<file path="src/rtl/serial_add_pkg.sv">
// Shared types and constants for the bit-serial adder sequencer.
// FSM state codes are fixed so the debug state output decodes identically in every bench.
package serial_add_pkg;

    typedef enum logic [1:0] {
        ST_IDLE = 2'd0,
        ST_RUN  = 2'd1,
        ST_DONE = 2'd2
    } state_e;

    localparam int WIDTH_MIN = 1;
    localparam int WIDTH_MAX = 64;

endpackage

</file>
<file path="src/rtl/fa_cell.sv">
// Combinational 1-bit full adder made of two half adders and an OR.
module fa_cell (
    input  logic a_bit,
    input  logic b_bit,
    input  logic cin,
    output logic s,
    output logic cout
);

    logic s1;
    logic c1;
    logic c2;

    half_adder u_ha0 (
        .x (a_bit),
        .y (b_bit),
        .s (s1),
        .c (c1)
    );

    half_adder u_ha1 (
        .x (s1),
        .y (cin),
        .s (s),
        .c (c2)
    );

    assign cout = c1 | c2;

endmodule

</file>
<file path="src/rtl/half_adder.sv">
// 1-bit half adder, the building block of the shared full-add cell.
module half_adder (
    input  logic x,
    input  logic y,
    output logic s,
    output logic c
);

    assign s = x ^ y;
    assign c = x & y;

endmodule

</file>
<file path="src/rtl/serial_add_ctrl.sv">
// Bit-serial adder sequencer: one shared full-add cell processes one bit pair per clock, LSB first.
// Handshake: start is accepted on a rising edge where ready=1; done pulses for one cycle when sum/cout are loaded.
module serial_add_ctrl
    import serial_add_pkg::*;
#(
    parameter int WIDTH = 8,
    parameter int CNT_W = ($clog2(WIDTH) > 0) ? $clog2(WIDTH) : 1
) (
    input  logic             clk,
    input  logic             rst,
    input  logic             start,
    input  logic [WIDTH-1:0] a,
    input  logic [WIDTH-1:0] b,
    input  logic             cin,
    output logic             ready,
    output logic             busy,
    output logic             done,
    output logic [WIDTH-1:0] sum,
    output logic             cout,
    output logic [1:0]       dbg_state
);

    localparam logic [CNT_W-1:0] LAST_BIT = CNT_W'(WIDTH - 1);

    state_e             state_q;
    logic [WIDTH-1:0]   a_sh_q;
    logic [WIDTH-1:0]   b_sh_q;
    logic [WIDTH-1:0]   psum_q;
    logic [WIDTH-1:0]   psum_d;
    logic [WIDTH:0]     psum_ext;
    logic               carry_q;
    logic [CNT_W-1:0]   cnt_q;
    logic [WIDTH-1:0]   sum_q;
    logic               cout_q;
    logic               cell_s;
    logic               cell_c;

    fa_cell u_fa (
        .a_bit (a_sh_q[0]),
        .b_bit (b_sh_q[0]),
        .cin   (carry_q),
        .s     (cell_s),
        .cout  (cell_c)
    );

    // The widened concatenation keeps the right shift legal when WIDTH is 1.
    assign psum_ext = {cell_s, psum_q};
    assign psum_d   = psum_ext[WIDTH:1];

    always_ff @(posedge clk or posedge rst) begin
        if (rst) begin
            state_q <= ST_IDLE;
            a_sh_q  <= '0;
            b_sh_q  <= '0;
            psum_q  <= '0;
            carry_q <= 1'b0;
            cnt_q   <= '0;
            sum_q   <= '0;
            cout_q  <= 1'b0;
        end else begin
            case (state_q)
                ST_IDLE: begin
                    if (start) begin
                        a_sh_q  <= a;
                        b_sh_q  <= b;
                        carry_q <= cin;
                        cnt_q   <= '0;
                        state_q <= ST_RUN;
                    end
                end
                ST_RUN: begin
                    a_sh_q  <= a_sh_q >> 1;
                    b_sh_q  <= b_sh_q >> 1;
                    carry_q <= cell_c;
                    psum_q  <= psum_d;
                    if (cnt_q == LAST_BIT) begin
                        sum_q   <= psum_d;
                        cout_q  <= cell_c;
                        cnt_q   <= '0;
                        state_q <= ST_DONE;
                    end else begin
                        cnt_q <= cnt_q + CNT_W'(1);
                    end
                end
                ST_DONE: state_q <= ST_IDLE;
                default: state_q <= ST_IDLE;
            endcase
        end
    end

    assign ready     = (state_q == ST_IDLE);
    assign busy      = (state_q == ST_RUN) || (state_q == ST_DONE);
    assign done      = (state_q == ST_DONE);
    assign sum       = sum_q;
    assign cout      = cout_q;
    assign dbg_state = state_q;

endmodule
</file>
<file path="config.mk">
export PLATFORM = sky130hd
export DESIGN_NAME = serial_add_ctrl
export DESIGN_NICKNAME = d
export VERILOG_FILES = /design/src/rtl/serial_add_pkg.sv /design/src/rtl/fa_cell.sv /design/src/rtl/half_adder.sv /design/src/rtl/serial_add_ctrl.sv
export SDC_FILE = /design/constraint.sdc
export NUM_CORES = 1
export LEC_CHECK = 0
export ABC_AREA = 0
export CAP_MARGIN = 0
export CORE_MARGIN = 2
export CORE_UTILIZATION = 56
export DETAILED_ROUTE_END_ITERATION = 8
export PLACE_DENSITY = 0.91
export SLEW_MARGIN = 20
export SYNTH_ARGS = -nofsm -noshare
export SYNTH_HDL_FRONTEND = slang
export SYNTH_HIERARCHICAL = 1
export SYNTH_SLANG_ARGS = --single-unit
</file>
<file path="constraint.sdc">
create_clock -name clk -period 2.62 [get_ports clk]
set_clock_uncertainty 0.15 [all_clocks]
set_input_delay 0.524 -clock clk [delete_from_list [all_inputs] [get_ports clk]]
set_output_delay 0.524 -clock clk [all_outputs]
set_load 0.05 [all_outputs]
</file>
Yosys cells after proc, flatten, opt, wreduce, memory -nomap -nowiden:

Cells that the tools add are included.

* add/subtract/negate cells: 1
* equality and inequality tests: 5
* mux-type cells: 12
* bitwise logic cells: 5
* reductions and logical operators: 6

Operator list (number)
* case mux 8 bit (2 select lines): 2
* 2-to-1 mux 8 bit: 2
* 2-to-1 mux 3 bit: 2
* case mux 3 bit (2 select lines): 1
* AND reduction 2 bit: 3
* 2-to-1 mux 2 bit: 2
* inequality test 2 bit (second input constant): 2
* case mux 2 bit (2 select lines): 1
* adder 3 x 1 -> 3 bit (second input constant): 1
* equality test 3 bit (second input constant): 1
* AND 1 bit: 2
* equality test 2 x 1 -> 1 bit (second input constant): 1
* equality test 2 bit (second input constant): 1
* zero test 2 bit: 1
* case mux 1 bit (2 select lines): 1
* nonzero test 2 bit: 1
* XOR 1 bit: 2
* logical OR 1 bit: 1
* 2-to-1 mux 1 bit: 1
* OR 1 bit: 1

* bits in registers: 39
* input bits: 20
* output and inout bits: 14
* logic and storage cells: 37

Longest topological paths before layout:

Gate-level depths: netlist (run 1).

* word-level depth: 4
* depth in mapped cells: 7
* gate-level depth less buffers: 5

Modules after synthesis:

The synthesis (run 1) kept the hierarchy.

Modules (own cells, without submodules)
* serial_add_ctrl: instances 1, cells each 147, area an instance 1866.8 µm², sequential area each 950.9 µm²
* half_adder: instances 2, cells each 1, area an instance 12.5 µm², sequential area each 0.0 µm²
* fa_cell: instances 1, cells each 1, area an instance 6.3 µm², sequential area each 0.0 µm²

Worst setup path after synthesis (run 1):

OpenSTA, ideal clock, no wires.

* path kind: register -> register
* from: register state_q[0], in the netlist dbg_state[0]
* to: register state_q[1], in the netlist dbg_state[1]
* setup time: 127 ps
* arrival: 1987 ps
* required time: 2343 ps
* setup slack: 356 ps
* cell stages (with the launch flop): 6
* path buffers: 0
* clock period less this slack: 2264 ps
* cells stage by stage: dfrtp_1 -> inv_1 -> ha_1 -> nor2b_4 -> nor2_1 -> mux2_1

* word-level cells in the longest chain between the ends: 3
* elaborated cells between the ends (all ways): 6
* classes of those cells: 3 x eq/ne; 1 x mux; 2 x reduce/logical

Ends and longest elaborated chain
* start: declaration: RTL line serial_add_ctrl.sv:25 `state_e state_q;`
* start signal: assignment: RTL line serial_add_ctrl.sv:52 `state_q <= ST_IDLE;`
* start signal: assignment: RTL line serial_add_ctrl.sv:68 `state_q <= ST_RUN;`
* start signal: assignment: RTL line serial_add_ctrl.sv:80 `state_q <= ST_DONE;`
* zero test 2 bit (*)
* named net ready: RTL line serial_add_ctrl.sv:15 `output logic ready,`
* inequality test 2 bit (no line)
* AND reduction 2 bit (no line)

Mark *: on every way through the listed nets, which the timed path passes. The rest lies on a longest branch.
A chain may end at the register's enable or synchronous reset.

Final worst setup path (run 1):

* from: register state_q[0], in the netlist dbg_state[0]
* to: output done

* word-level cells in the longest chain between the ends: 1

Ends and longest elaborated chain
* equality test 2 bit: RTL line serial_add_ctrl.sv:93 `assign done = (state_q == ST_DONE);`
* end: declaration: RTL line serial_add_ctrl.sv:17 `output logic done,`

No other way between the ends.

==> results of run 1 <==
synthesized netlist by cell type:
master / n
a22o_1: 4
or3_1: 4
or2_1: 1
o22a_1: 1
o21ai_0: 3
nand2_2: 2
inv_2: 1
o31ai_2: 1
a211oi_2: 1
nand2b_1: 1
nor2b_4: 1
dfrtp_1: 38
nor2_4: 1
a221oi_2: 10
nand3_1: 2
o22ai_1: 11
nand2_4: 1
nor2_1: 11
buf_4: 5
mux2_2: 16
mux2i_1: 1
ha_1: 8
nor2b_1: 1
o221a_1: 4
buf_6: 4
a21oi_1: 1
mux2_1: 1
nor3_1: 5
inv_1: 9
nand2_1: 1
metrics by stage:
| step | setup slack, ns | cell area (um^2) | cells | power, mW | hold slack [ns] |
|---|---|---|---|---|---|
| 6_report | 0.124 | 2310 | 232 | 2.79 | 0.364 |
| 5_1_grt | 0.0689 | 2310 | 232 | 2.98 | 0.385 |
| 4_1_cts | 0.00271 | 2300 | 232 | 2.80 | 0.357 |
| 3_5_place_dp | 0.395 | 2240 | 224 | 2.48 | 0.342 |
| 3_3_place_gp | 0.416 | 2240 | 224 | 2.39 | 0.329 |
| 2_1_floorplan | 0.356 | 1900 | 150 | 2.15 | 0.314 |
final cells by class:
cell class,instances,area (um^2),area share (%)
sequential,38,951,41.2
multi-input combinational,93,827,35.9
timing repair buffer,37,373,16.2
tap,46,57.6,2.50
clock buffer,7,55.1,2.39
inverter,10,37.5,1.63
clock inverter,1,5.00,0.217
layout by cell type, fill, tap and decap left out, types with 2 or more instances in the layout:
master | synthesis | routed
clkbuf_4 | 0 | 5
o22ai_1 | 11 | 11
o21ai_0 | 3 | 3
dfrtp_1 | 38 | 38
nand3_1 | 2 | 2
or3_1 | 4 | 4
mux2_2 | 16 | 16
o221a_1 | 4 | 4
buf_4 | 5 | 4
nor3_1 | 5 | 5
nor2_1 | 11 | 11
clkdlybuf4s50_1 | 0 | 31
inv_1 | 9 | 9
nand2_2 | 2 | 2
a221oi_2 | 10 | 10
a22o_1 | 4 | 4
ha_1 | 8 | 8
critical path: cells and delay by family, from the launching register on:
family / cells / cell delay (ns)
adders and majority gates: 1 / 0.15
buffers and inverters: 2 / 0.90
DFF: 1 / 0.43
kinds of logic after synthesis:
kind of cell | Yosys count | share of synthesized area (%)
AO/OA/AOI/OAI | 36 | 18.6
buffers and inverters | 19 | 6.33
multiplexers | 18 | 10.6
AND/OR/NAND/NOR | 31 | 9.10
flip-flops | 38 | 50.1
adder cells (fa/ha/maj) | 8 | 5.27
metal layers:
| metal | GRT usage [%] | share of wire (%) | vias up |
|---|---|---|---|
| met5 | 0 | 0 | - |
| li1 | - | - | 625 |
| met2 | 36.8 | 51 | 34 |
| met3 | 6.34 | 4.1 | 5 |
| met4 | 6.94 | 1.3 | 0 |
| met1 | 27.1 | 43 | 683 |
where the power goes:
| group | leakage, nW | internal (mW) | switching, mW |
|---|---|---|---|
| sequential | 0.432 | 0.819 | 0.161 |
| clock | 0.0353 | 0.130 | 0.191 |
| combinational | 0.498 | 0.640 | 0.847 |
worst paths after layout:
kind	end	start	cells past startpoint	slack, ns
hold reg to reg	cnt_q[0]$_DFFE_PP0P_	cnt_q[0]$_DFFE_PP0P_	1	0.36
hold / removal	cnt_q[0]$_DFFE_PP0P_	cnt_q[0]$_DFFE_PP0P_	1	0.36
setup reg to reg	b_sh_q[0]$_DFFE_PP0P_	dbg_state[1]$_DFFE_PP0P_	5	0.60
max in group asynchronous	sum[7]$_DFFE_PP0P_	rst	3	1.56
setup / recovery	done	dbg_state[0]$_DFFE_PP0P_	3	0.12
min in group asynchronous	psum_q[3]$_DFFE_PP0N_	rst	3	0.42
sequential cells by signal, indices dropped and copies added (netlist names):
| register | count |
|---|---|
| b_sh_q | 8 |
| sum | 8 |
| a_sh_q | 8 |
| carry_q | 1 |
| dbg_state | 2 |
| psum_q | 7 |
| cout | 1 |
| cnt_q | 3 |
==> impl_metrics.csv, run 1 <==
group,metric,value,unit
floorplan,pin_count,34,
logic_synthesis,ys_seq_area_share,50.1,%
worst_setup_path,cp.arrival,1.82,ns
logic_synthesis,synth_area_leaders,"dfrtp_1 (50%), mux2_2 (9.5%), a221oi_2 (7.9%), ha_1 (5.3%), o22ai_1 (3.6%)",
clock_network,root_buffer,"clkbuf_4",
floorplan,core,3280,um^2
placed_design,hpwl,2740,um
clock_network,cts.sink_count,38,
finish,num_antenna_cells,0,
finish,finalNetCount,213,
logic_synthesis,yosysWarningCount,6,
finish,fill_cells,248,
logic_synthesis,ys_seq_elements,38,
worst_setup_path,criticalPathCategory,"reg -> out",
logic_synthesis,synth_nets,178,
finish,drive_gt1_share,24.7,%
worst_setup_path,required,1.95,ns
clock_network,post-cts-setup-buffers,0,
worst_setup_path,slowest_delay,0.79,ns
logic_synthesis,synth_top_cell_by_area,"dfrtp_1",
finish,area_growth,21.5,%
pwr,power_density,1210,nW/um^2
routing,dr.pass1.iters,4,
placed_design,port_buffers,33,
clock_network,cts_made_buffers,5,
logic_synthesis,netlist_area,1900,um^2
sta,slew_headroom,66.4,%
routing,via_per_inst,5.81,
sta,finalCriticalPeriod,2.50,ns
floorplan,num_rows,21,
hold_path,hold_path.class,"reg -> reg",
logic_synthesis,synth.avg_cell_area,12.7,um^2
global_routing,grt_first_pass_wirelength,6620,um
worst_setup_path,startpoint_type,"register",
global_routing,grt_pass1_vias,1407,
logic_synthesis,synthDistinctLibCells,30,
clock_network,post_cts_resized,0,
placed_design,gp_congestion,0.831,
sta,worstMarginPinSlew,0.502,ns
clock_network,cts_htree_levels,2,
routing,wl_per_cell,16.8,um
clock_network,cts_tree,"done",
sta,setup_viol,0,
run,drv_cap,0,
pwr,p_leak,0.966,nW
sta,hold_violations,0,
global_routing,grt_usage,21.8,%
routing,via_count,1347,
sta,fmax,401,MHz
status,status,"complete, no violations",
routing,first_iter_violations,112,
routing,wl,3900,um
worst_setup_path,cp_cell_sequence,"inv_1 -> ha_1 -> clkdlybuf4s50_1",
global_routing,overflow,0,
clock_network,clockBufferDepth,2,
clock_network,clk_latency,0.35,ns
worst_setup_path,endpoint_kind,"output port",
clock_network,cts_hold_buf,0,
sta,rsz0062_at_grt,"no",
floorplan,die_h,62.2,um
sta,period_share,95.3,%
finish,post-route-util,70.2,%
floorplan,die_width,62.2,um
sta,maxSlewViolCount,0,
logic_synthesis,syn_inst,150,
sta,fin_tns_setup,0,ns
global_routing,antenna_found_initial,0,
routing,ant_nets,0,
worst_setup_path,critPathMaxFanout,4,
routing,drcViolationCount,0,
pwr,irDropWorstVdd,0.000621,V
clock_network,clkTransAtPathRegs,0.10,ns
logic_synthesis,yosys.area.top_type_share,50.1,%
floorplan,start_util,57.8,%
global_routing,grt_start_max_net_pins,39,
worst_setup_path,cp_slowest_cell,"clkdlybuf4s50_1",
floorplan,dieArea,3870,um^2
Note: power is estimated with default switching activity, not from simulation.
==> inputs of run 2 (changes only) <==
Settings changed: CORE_UTILIZATION 56 to 35, PLACE_DENSITY 0.91 to 0.64.
==> run 2 against run 1 <==
Flip-flop and latch count unchanged. Fmax increased by 1.6%. Count of clock-buffer cells in the layout unchanged. Power increased by 3.3%. Hold slack got worse by 0.0026 ns. Clock power increased by 29%. Core utilization decreased by 25 points. Cell area increased by 2.4%. Die area increased by 56%. Sequential share of layout area decreased by 0.98 points. Largest cell class unchanged.
==> impl_metrics.csv, run 2 (same netlist as run 1, synthesis figures left out) <==
group,metric,value,unit
status,status,"complete, no violations",
run,drv_cap,0,
sta,fin_tns_setup,0,ns
routing,ant_nets,0,
hold_path,hold-path-cell-count,1,
clock_network,post_cts_resized,0,
finish,finalNetCount,213,
clock_network,post-cts-setup-buffers,0,
placed_design,hpwl,2830,um
worst_setup_path,reg2reg_to,"a_sh_q[4]$_DFFE_PP0P_",
routing,drcViolationCount,0,
worst_setup_path,critPathMaxFanout,4,
routing,via_count,1354,
sta,maxSlewViolCount,0,
clock_network,root_buffer,"clkbuf_8",
worst_setup_path,endpoint_kind,"output port",
global_routing,overflow,0,
finish,fill_cells,480,
worst_setup_path,cp_cell_sequence,"inv_1 -> ha_1 -> clkdlybuf4s50_1",
floorplan,dieArea,6030,um^2
routing,first_iter_violations,133,
hold_path,min_to,"b_sh_q[7]$_DFFE_PP0P_",
floorplan,num_rows,26,
clock_network,clockBufferDepth,2,
sta,setup_viol,0,
clock_network,cts_made_buffers,5,
global_routing,grt_usage,14.4,%
sta,period_share,93.7,%
routing,dr.pass1.iters,4,
finish,num_antenna_cells,0,
hold_path,min-delay-start,"b_sh_q[7]$_DFFE_PP0P_",
finish,final_common_cell,"dfrtp_1",
placed_design,gp_congestion,0.813,
sta,rsz0062_at_grt,"no",
clock_network,cts.sink_count,38,
finish,area_growth,24.5,%
finish,drive_gt1_share,25.3,%
clock_network,cts_hold_buf,0,
floorplan,core,5170,um^2
floorplan,start_util,36.7,%
clock_network,cts_htree_levels,2,
sta,worst_slack,0.165,ns
finish,final_cell_mix,"dfrtp_1 (38), clkdlybuf4s50_1 (31), mux2_2 (16), nor2_1 (11), o22ai_1 (11)",
worst_setup_path,cp.arrival,1.78,ns
sta,slew_headroom,66.5,%
clock_network,clk_latency,0.29,ns
floorplan,die_h,77.6,um
clock_network,clkTransAtPathRegs,0.08,ns
sta,hold_violations,0,
routing,via_per_inst,5.29,
global_routing,grt_start_max_net_pins,39,
worst_setup_path,r2r-start,"dbg_state[0]$_DFFE_PP0P_",
placed_design,port_buffers,33,
pwr,irDropWorstVdd,0.000442,V
worst_setup_path,startpoint_type,"register",
global_routing,grt_pass1_vias,1390,
worst_setup_path,cp_slowest_cell,"clkdlybuf4s50_1",
sta,fmax,407,MHz
routing,wl_per_cell,15.7,um
floorplan,pin_count,34,
pwr,power_density,1220,nW/um^2
placed_design,place_ws,0.326,ns
global_routing,grt_first_pass_wirelength,6920,um
floorplan,die_width,77.6,um
hold_path,hold_path.class,"reg -> reg",
worst_setup_path,rr_worst_depth,5,
pwr,p_leak,0.970,nW
worst_setup_path,rrSetupSlack,0.51,ns
worst_setup_path,criticalPathCategory,"reg -> out",
global_routing,antenna_found_initial,0,
clock_network,cts_tree,"done",
routing,wl,4030,um
sta,worstMarginPinSlew,0.500,ns
worst_setup_path,slowest_delay,0.79,ns
worst_setup_path,required,1.95,ns
sta,finalCriticalPeriod,2.46,ns
[run 2: stage by stage]
stage	cell area, um^2	total power [mW]	cells	hold slack, ns	utilization, %
floorplan	1900	2.15	150	0.314	-
global placement	2270	2.43	248	0.337	43.9
detailed placement	2270	2.48	248	0.343	43.9
CTS	2360	2.90	256	0.365	45.7
global route	2360	3.08	256	0.387	45.7
finish	2360	2.88	256	0.361	45.7
[run 2: how the worst max path moves through the flow]
stage | to | depth (start not counted) | slack (ns) | start
4_1_cts | done | 3 | 0.15 | dbg_state[0]$_DFFE_PP0P_
3_3_place_gp | dbg_state[1]$_DFFE_PP0P_ | 4 | 0.39 | start
6_report | done | 3 | 0.16 | dbg_state[0]$_DFFE_PP0P_
3_5_place_dp | a_sh_q[4]$_DFFE_PP0P_ | 4 | 0.33 | start
2_1_floorplan | dbg_state[1]$_DFFE_PP0P_ | 5 | 0.36 | dbg_state[0]$_DFFE_PP0P_
5_1_grt | done | 3 | 0.09 | dbg_state[0]$_DFFE_PP0P_
[run 2: critical path, delay by kind of cell, from the launching register on]
kind / cells / cell delay [ns]
buffers and inverters: 2 / 0.91
flip-flops: 1 / 0.42
adder cells (fa/ha/maj): 1 / 0.15
[run 2: layout make-up]
cell class              count  area [um^2]  share of cell area (%)
clock buffers               7         86.3                    3.65
well taps                  70         87.6                    3.71
inverters                  10         37.5                    1.59
multi-input cells          93          827                    35.0
flip-flops and latches     38          951                    40.3
repair buffers             37          368                    15.6
clock inverters             1         5.00                   0.212
[run 2: power by group]
| part | internal (mW) | switching (mW) |
|---|---|---|
| clock network | 0.212 | 0.202 |
| logic | 0.637 | 0.848 |
| registers | 0.821 | 0.161 |
| total | 1.67 | 1.21 |
[run 2: per-layer routing]
metal	part of all wire [%]	vias to the layer above	GRT usage, %	routed length (um)
met4	0.35	0	2.50	14
met5	0	-	0	0
met3	5.0	2	5.47	202
met2	46	38	21.8	1850
met1	49	687	19.8	1960
li1	-	627	-	-
